### src/rtl/bio_debounce.sv
// Button/switch debouncer with a 4-word register port: synchronise, sample on a divided tick,
// commit after STABLE_CNT differing samples, latch change events and raise a maskable level irq.
module bio_debounce #(
  parameter int N_IN       = 21,
  parameter int TICK_DIV   = 50000,
  parameter int STABLE_CNT = 4
) (
  input  logic            clk,
  input  logic            rst_n,
  input  logic [N_IN-1:0] raw_in,
  input  logic            en,
  input  logic            wr,
  input  logic [1:0]      addr,
  input  logic [31:0]     din,
  output logic [31:0]     dout,
  output logic            irq
);

  localparam int TW = $clog2(TICK_DIV);
  localparam int CW = (STABLE_CNT > 1) ? $clog2(STABLE_CNT) : 1;
  localparam logic [TW-1:0] TICK_LAST = TW'(TICK_DIV - 1);
  localparam logic [CW-1:0] CNT_LAST  = CW'(STABLE_CNT - 1);
  // Register bits at or above N_IN are forced to zero through this mask.
  localparam logic [31:0] VALID = (N_IN >= 32) ? 32'hFFFF_FFFF : 32'((64'd1 << N_IN) - 64'd1);

  logic [N_IN-1:0] sync1_q, sync1_d, sync2_q, sync2_d;
  logic [TW-1:0]   tick_cnt_q, tick_cnt_d;
  logic [CW-1:0]   cnt_q [N_IN];
  logic [CW-1:0]   cnt_d [N_IN];
  logic [N_IN-1:0] state_q, state_d;
  logic [31:0]     event_q, event_d, mask_q, mask_d;
  logic [31:0]     set_vec, w1c_vec;
  logic            irq_q, irq_d;
  logic            tick, wr_event, wr_mask;

  always_comb begin
    sync1_d    = raw_in;
    sync2_d    = sync1_q;
    tick       = (tick_cnt_q == TICK_LAST);
    tick_cnt_d = tick ? '0 : tick_cnt_q + TW'(1);
    state_d    = state_q;
    set_vec    = '0;
    for (int i = 0; i < N_IN; i++) begin
      cnt_d[i] = cnt_q[i];
      if (tick) begin
        if (sync2_q[i] == state_q[i]) begin
          cnt_d[i] = '0;
        end else if (cnt_q[i] == CNT_LAST) begin
          state_d[i] = sync2_q[i];
          cnt_d[i]   = '0;
          set_vec[i] = 1'b1;
        end else begin
          cnt_d[i] = cnt_q[i] + CW'(1);
        end
      end
    end
    wr_event = en & wr & (addr == 2'd1);
    wr_mask  = en & wr & (addr == 2'd2);
    w1c_vec  = wr_event ? (din & VALID) : '0;
    // A fresh commit beats a simultaneous write-one-to-clear.
    event_d  = (event_q & ~w1c_vec) | set_vec;
    mask_d   = wr_mask ? (din & VALID) : mask_q;
    irq_d    = |(event_q & mask_q);
  end

  always_ff @(posedge clk) begin
    if (!rst_n) begin
      sync1_q    <= '0;
      sync2_q    <= '0;
      tick_cnt_q <= '0;
      state_q    <= '0;
      event_q    <= '0;
      mask_q     <= '0;
      irq_q      <= 1'b0;
      for (int i = 0; i < N_IN; i++) cnt_q[i] <= '0;
    end else begin
      sync1_q    <= sync1_d;
      sync2_q    <= sync2_d;
      tick_cnt_q <= tick_cnt_d;
      state_q    <= state_d;
      event_q    <= event_d;
      mask_q     <= mask_d;
      irq_q      <= irq_d;
      for (int i = 0; i < N_IN; i++) cnt_q[i] <= cnt_d[i];
    end
  end

  always_comb begin
    dout = '0;
    case (addr)
      2'd0: dout[N_IN-1:0] = state_q;
      2'd1: dout = event_q;
      2'd2: dout = mask_q;
      default: begin
        dout[0] = irq_q;
        dout[1] = tick;
      end
    endcase
  end

  assign irq = irq_q;

endmodule

### config.mk
export PLATFORM = sky130hd
export DESIGN_NAME = bio_debounce
export DESIGN_NICKNAME = d
export VERILOG_FILES = /design/src/rtl/bio_debounce.sv
export SDC_FILE = /design/constraint.sdc
export NUM_CORES = 1
export LEC_CHECK = 0
export ABC_AREA = 1
export CAP_MARGIN = 10
export CORE_MARGIN = 2
export CORE_UTILIZATION = 40
export CTS_CLUSTER_DIAMETER = 30
export DETAILED_ROUTE_END_ITERATION = 16
export GPL_ROUTABILITY_DRIVEN = 0
export MAX_ROUTING_LAYER = met4
export SETUP_SLACK_MARGIN = 0.2
export SLEW_MARGIN = 20
export SYNTH_ARGS = -nofsm -noshare
export SYNTH_HDL_FRONTEND = slang
export SYNTH_SLANG_ARGS = --single-unit
### constraint.sdc
create_clock -name clk -period 1.4 [get_ports clk]
set_input_delay 0.28 -clock clk [delete_from_list [all_inputs] [get_ports clk]]
set_output_delay 0.28 -clock clk [all_outputs]
set_load 0.02 [all_outputs]
==> results of run 1 <==
area by class of cell:
cell class | instances | area [µm²]
Fill cell | 1621 | 7570
Multi-Input combinational cell | 660 | 3870
Sequential cell | 164 | 3320
Timing Repair Buffer | 198 | 1990
Inverter | 134 | 513
Clock buffer | 18 | 429
Tap cell | 229 | 287
Clock inverter | 14 | 160
worst max path at each step:
stage                                         start                       end  slack [ns]  cells past startpoint
final                      tick_cnt_q[0]$_SDFF_PP0_                   dout[1]       -0.38                      6
after global routing      tick_cnt_q[15]$_SDFF_PP0_                   dout[1]       -0.43                      7
after CTS                  tick_cnt_q[0]$_SDFF_PP0_                   dout[1]       -0.42                      6
after detailed placement                    addr[1]                   dout[3]       -1.02                      7
after global placement                      addr[1]                   dout[4]        -1.0                      7
after floorplan            tick_cnt_q[4]$_SDFF_PP0_  cnt_q[1][1]$_SDFFE_PN0N_        0.13                      9
where the power goes:
| part | switching [W] | internal (W) |
|---|---|---|
| clock network | 0.00218 | 0.00256 |
| registers | 0.0000484 | 0.00475 |
| logic | 0.000382 | 0.000314 |
| total | 0.00261 | 0.00762 |
cells by family after synthesis:
group | synth area share [%]
xor+xnor | 1.88
flops | 44.1
compound gates | 9.32
simple gates | 30.0
other cells | 0.0503
buf+inv | 11.0
fa+ha+maj | 3.69
critical path, delay by kind of cell, from the launching register on:
kind	cells	cell delay, ns
compound gates	1	0.13
fa+ha+maj	1	0.15
buf+inv	1	0.13
flops	1	0.35
simple gates	3	0.30
cells in the final DEF (no fill, tap or decap), types with 5 or more instances in the layout:
master	Yosys	final
nand2_1	302	288
dfxtp_1	164	134
buf_4	11	115
inv_1	131	110
nor2_1	57	46
clkdlybuf4s50_1	0	44
o21ai_0	44	43
a21oi_1	60	40
nor2_4	21	33
dfxtp_2	0	29
nor3_1	26	25
nand3_1	40	25
inv_2	3	21
ha_1	22	21
a21oi_2	0	20
o211ai_1	19	19
clkbuf_16	0	19
xor2_1	16	16
buf_12	0	16
nand4_1	15	15
nand2_2	2	11
conb_1	1	11
buf_6	8	11
nand4_4	0	10
nand3_2	0	9
nand3_4	1	7
inv_8	0	7
nand2_4	1	5
buf_16	0	5
state kept, by name, summed over array words and instances (netlist names):
signal	cells
sync1_q	21
sync2_q	21
mask_q	21
cnt_q	42
event_q	21
state_q	21
tick_cnt_q	16
irq	1
metrics by stage:
| step | hold WS, ns | setup WS [ns] | util (%) | TNS [ns] | area, µm² |
|---|---|---|---|---|---|
| 3_5_place_dp | 0.398 | -1.02 | 50.8 | -55.94 | 9210 |
| 5_1_grt | 0.235 | -0.434 | 58.3 | -17.79 | 10600 |
| 3_3_place_gp | 0.392 | -0.999 | 50.8 | -52.90 | 9210 |
| 6_report | 0.207 | -0.380 | 58.3 | -8.94 | 10600 |
| 4_1_cts | 0.195 | -0.420 | 56.5 | -17.47 | 10300 |
| 2_1_floorplan | 0.378 | 0.132 | - | 0 | 7670 |
per-layer routing:
layer  vias to the layer above  part of all wire, %
met2                       140                   48
met5                         -                    0
met4                         0                  1.4
met1                      3136                   46
li1                       3495                    -
met3                        21                  4.0
what timing repair did:
action	in CTS	in global routing
pin swaps	12	57
hold buffers	0	0
buffers inserted	9	8
cloned	5	2
resized for setup	122	150
setup endpoints to repair	143	144
==> results.json, run 1 <==
{
  "ant_nets": 0,
  "grt_pass1_wl_um": 32000,
  "min_path_cells": 3,
  "io_pins": 92,
  "reg2reg_from": "tick_cnt_q[0]$_SDFF_PP0_",
  "drv_slew": 0,
  "yosysMostFrequentCell": "nand2_1",
  "coreArea_um2": 18100,
  "clk_latency_ns": 0.43,
  "hold_path_class": "in -> reg",
  "leakage_nw": 5.01,
  "instances_no_fill": 1417,
  "wl_per_cell_um": 14.2,
  "ys_top_cells_by_area": "dfxtp_1 (44%), nand2_1 (15%), inv_1 (6.6%), a21oi_1 (4.0%), ha_1 (3.7%)",
  "required_ns": 1.12,
  "syn_area_um2": 7450,
  "synth_seq_cells": 164,
  "post_drt_via_cell_ratio": 4.79,
  "grtUsageMet2_pct": 34.6,
  "path_clk_slew_ns": 0.07,
  "ys.flop_type": "dfxtp_1",
  "rsz0062_at_grt": "yes",
  "start_util_pct": 41.1,
  "seq_area_frac_synth_pct": 44.1,
  "cts_made_buffers": 17,
  "crit_fanout": 2,
  "fmax_ghz": 0.562,
  "drc": 0,
  "postSynthAreaPerCell_um2": 7.44,
  "dieArea_um2": 19700,
  "cts_tree": "built",
  "diodes": 0,
  "cts_root_buf": "clkbuf_16",
  "start_kind": "flop",
  "crit_arrival_ns": 1.50,
  "num-nets-final": 1256,
  "grt_util_all_layers_pct": 21.1,
  "num_rows": 49,
  "synthArstFlopShare_pct": 0,
  "grt_use_met3_pct": 3.79,
  "cts.path.max_buffers": 2,
  "worstReg2RegEnd": "state_q[19]$_SDFFE_PN0P_",
  "synth.top_cell.area_share_pct": 44.1,
  "drtIter0Drc": 295,
  "reg2regPathDepth": 10,
  "cts.sinks": 164,
  "overflow": 0,
  "yosys-top-cells-count": "nand2_1 (302), dfxtp_1 (164), inv_1 (131), a21oi_1 (60), nor2_1 (57)",
  "die_w_um": 140,
  "fin_skew_ns": 0.00459,
  "antenna_found_initial": 0,
  "final_hold_viol_count": 0,
  "cpPeakStageDelay_ns": 0.35,
  "peakVddDrop_uv": 916,
  "worst_path_max_delay_cell": "dfxtp_2",
  "post-route-period-util_pct": 127,
  "r2r_slack_ns": -0.20,
  "yosysTopAreaCell": "dfxtp_1",
  "power.density_nw_per_um2": 967,
  "critical_path_class": "reg -> out",
  "maxCapViolCount": 0,
  "die_y_um": 140,
  "crit_chain": "ha_4, nand3_4, nor2_4, nand2_4, o21ai_4, buf_6",
  "whs_endpoint": "cnt_q[0][1]$_SDFFE_PN0N_",
  "synth_edf_count": 0,
  "worstHoldStart": "rst_n",
  "finalPower_w": 0.0102,
  "wirelength_um": 20100,
  "layout-drive-gt1-share_pct": 29.0,
  "dr.pass1.iters": 5,
  "worst_slack_ns": -0.380,
  "finalCriticalPeriod_ns": 1.78,
  "htree_levels": 4,
  "area_delta_synth_final_pct": 41.9,
  "top_usage_layer": "met2",
  "violations": "setup timing",
  "grt_pass1_vias": 6448,
  "io_buffers": 69,
  "setup_viol": 109,
  "grt_max_degree": 43,
  "status": "complete, but fails checks",
  "ys_types": 32,
  "syn_inst": 1001,
  "hpwl_um": 12800,
  "vias": 6792,
  "yosys_warnings": 0,
  "end_kind": "output pin",
  "grt_use_met1_pct": 26.8,
  "dp.cells": 1361
}
No activity file was read; power rests on OpenSTA's default activity.
==> inputs of run 2 (changes only) <==
--- a/config.mk
+++ b/config.mk
@@ -9,6 +9,7 @@
 export CAP_MARGIN = 10
 export CORE_MARGIN = 2
 export CORE_UTILIZATION = 40
+export CTS_BUF_LIST = sky130_fd_sc_hd__clkbuf_4 sky130_fd_sc_hd__clkbuf_8
 export CTS_CLUSTER_DIAMETER = 30
 export DETAILED_ROUTE_END_ITERATION = 16
 export GPL_ROUTABILITY_DRIVEN = 0
@@ -18,3 +19,4 @@
 export SYNTH_ARGS = -nofsm -noshare
 export SYNTH_HDL_FRONTEND = slang
 export SYNTH_SLANG_ARGS = --single-unit
+export TNS_END_PERCENT = 5
==> results.json, run 2 (synthesis gave the netlist of run 1 again) <==
{
  "cp_top_family": "flip-flops",
  "hold_ws_ns": 0.297,
  "coreArea_um2": 18100,
  "crit_start": "tick_cnt_q[1]$_SDFF_PP0_",
  "hpwl_um": 12800,
  "leakage_nw": 4.73,
  "violations": "setup timing",
  "regMostFlops": "cnt_q",
  "cts.sinks": 164,
  "power.density_nw_per_um2": 935,
  "post-route-util_pct": 54.4,
  "area_delta_synth_final_pct": 32.4,
  "grt_max_degree": 59,
  "whs_endpoint": "sync2_q[18]$_SDFF_PN0_",
  "fillerInstances": 1720,
  "p_sw_w": 0.00217,
  "clk_latency_ns": 0.46,
  "finalCriticalPeriod_ns": 1.79,
  "crit_chain": "ha_4, nand3_4, nor2_4, nand2_4, o21ai_4, buf_6",
  "r2r_slack_ns": -0.15,
  "num_rows": 49,
  "final_hold_viol_count": 0,
  "reg2reg_from": "tick_cnt_q[12]$_SDFF_PP0_",
  "end_kind": "output pin",
  "wirelength_um": 18300,
  "die_w_um": 140,
  "post-route-period-util_pct": 128,
  "maxCapViolCount": 0,
  "path_clk_slew_ns": 0.09,
  "cts_root_buf": "clkbuf_8",
  "drc": 0,
  "drtIter0Drc": 342,
  "io_buffers": 69,
  "cts.path.max_buffers": 2,
  "drv_slew": 0,
  "layout-drive-gt1-share_pct": 21.8,
  "peakVddDrop_uv": 594,
  "setup_viol": 89,
  "worstHoldStart": "rst_n",
  "rsz0062_at_grt": "yes",
  "ant_nets": 0,
  "cts_made_buffers": 17,
  "fin_skew_ns": 0.0166,
  "cpPeakStageDelay_ns": 0.35,
  "wl_per_cell_um": 13.1,
  "overflow": 0,
  "tns_ns": -10.30,
  "largest_reg_flops": 42,
  "p_int_w": 0.00705,
  "worst_path_max_delay_cell": "dfxtp_2",
  "crit_arrival_ns": 1.51,
  "min_path_cells": 4,
  "diodes": 0,
  "hold_path_class": "in -> reg",
  "htree_levels": 4,
  "p_comb_share_pct": 7.3,
  "post_drt_via_cell_ratio": 4.70,
  "fmax_ghz": 0.559,
  "vias": 6579,
  "path_buf_inv": 1,
  "status": "complete, but fails checks",
  "dieArea_um2": 19700,
  "dr.pass1.iters": 7,
  "io_pins": 92,
  "p_clk_share_pct": 40.7,
  "hold_buffers": 0,
  "num-nets-final": 1238,
  "crit_fanout": 3,
  "grt_pass1_wl_um": 30300,
  "antenna_found_initial": 0,
  "required_ns": 1.12,
  "reg2regPathDepth": 10,
  "layout_common_cells": "nand2_1 (297), dfxtp_1 (150), inv_1 (129), buf_4 (108), a21oi_1 (54)",
  "grt_util_all_layers_pct": 19.8,
  "worst_slack_ns": -0.388,
  "layout_commonest_cell": "nand2_1",
  "grt_pass1_vias": 6342,
  "cts_tree": "built",
  "start_util_pct": 41.1,
  "worstReg2RegEnd": "state_q[1]$_SDFFE_PN0P_",
  "critical_path_class": "reg -> out",
  "die_y_um": 140,
  "start_kind": "flop",
  "p_seq_share_pct": 51.9,
  "swShare_pct": 23.6
}
[run 2: changes by cell type in the layout (fill, tap and decap cells not counted), sizes merged]
| cell | change |
|---|---|
| buf | -18 |
| inv | -9 |
| bufinv | +2 |
| clkdlybuf4s15 | +2 |
| clkinv | +1 |
| bufbuf | +2 |
| clkinvlp | +2 |
[run 2: power by group through the flow]
| stage | Clock [W] | Combinational (W) | Sequential, W |
|---|---|---|---|
| 6_report | 0.00376 | 0.000677 | 0.00479 |
| 5_1_grt | 0.00401 | 0.000740 | 0.00480 |
| 4_1_cts | 0.00385 | 0.000670 | 0.00479 |
| 3_5_place_dp | 0 | 0.000631 | 0.00490 |
| 3_3_place_gp | 0 | 0.000625 | 0.00490 |
| 2_1_floorplan | 0 | 0.000336 | 0.00489 |
[run 2: repair_timing]
action                                  4_1_cts  5_1_grt
pin swaps                                     8       15
endpoints found under the setup margin      143      144
setup buffers                                 3        2
cloned                                        2        0
gates resized for setup                     130       41
[run 2: layer usage]
metal,GRT usage (%),wire [µm],vias up,part of all wire [%]
li1,-,-,3444,-
met1,24.5,8440,3001,46
met2,33.2,8920,113,49
met3,3.15,579,21,3.2
met4,6.74,371,0,2.0
met5,-,0,-,0
[run 2: final cells by class]
type                    instances  area (µm²)  area share (%)
multi-input cells             660        3580            36.3
flip-flops and latches        164        3300            33.4
repair buffers                180        1750            17.7
inverters                     134         508            5.15
clock buffers                  22         297            3.00
well taps                     229         287            2.90
clock inverters                10         146            1.48
[run 2: worst max path at each step]
stage	endpoint	slack [ns]	depth (start not counted)
after floorplan	cnt_q[1][1]$_SDFFE_PN0N_	0.13	9
after global placement	dout[6]	-0.97	7
after detailed placement	dout[6]	-0.98	7
after CTS	dout[1]	-0.46	6
after global routing	dout[1]	-0.47	6
final	dout[1]	-0.39	6
[run 2: worst register-to-register path, delay by kind of cell (launching register included)]
family / cells / cell delay, ns
and+or+nand+nor: 7 / 0.74
buffers and inverters: 3 / 0.43
DFF: 1 / 0.33
[run 2: through the flow]
| step | instances | instance area, µm² | total power, W | setup WS (ns) |
|---|---|---|---|---|
| 2_1_floorplan | 1011 | 7550 | 0.00523 | 0.132 |
| 3_3_place_gp | 1360 | 9170 | 0.00553 | -0.967 |
| 4_1_cts | 1397 | 9710 | 0.00931 | -0.456 |
| 6_report | 1399 | 9870 | 0.00923 | -0.388 |
| 5_1_grt | 1399 | 9870 | 0.00956 | -0.465 |
| 3_5_place_dp | 1360 | 9170 | 0.00553 | -0.982 |
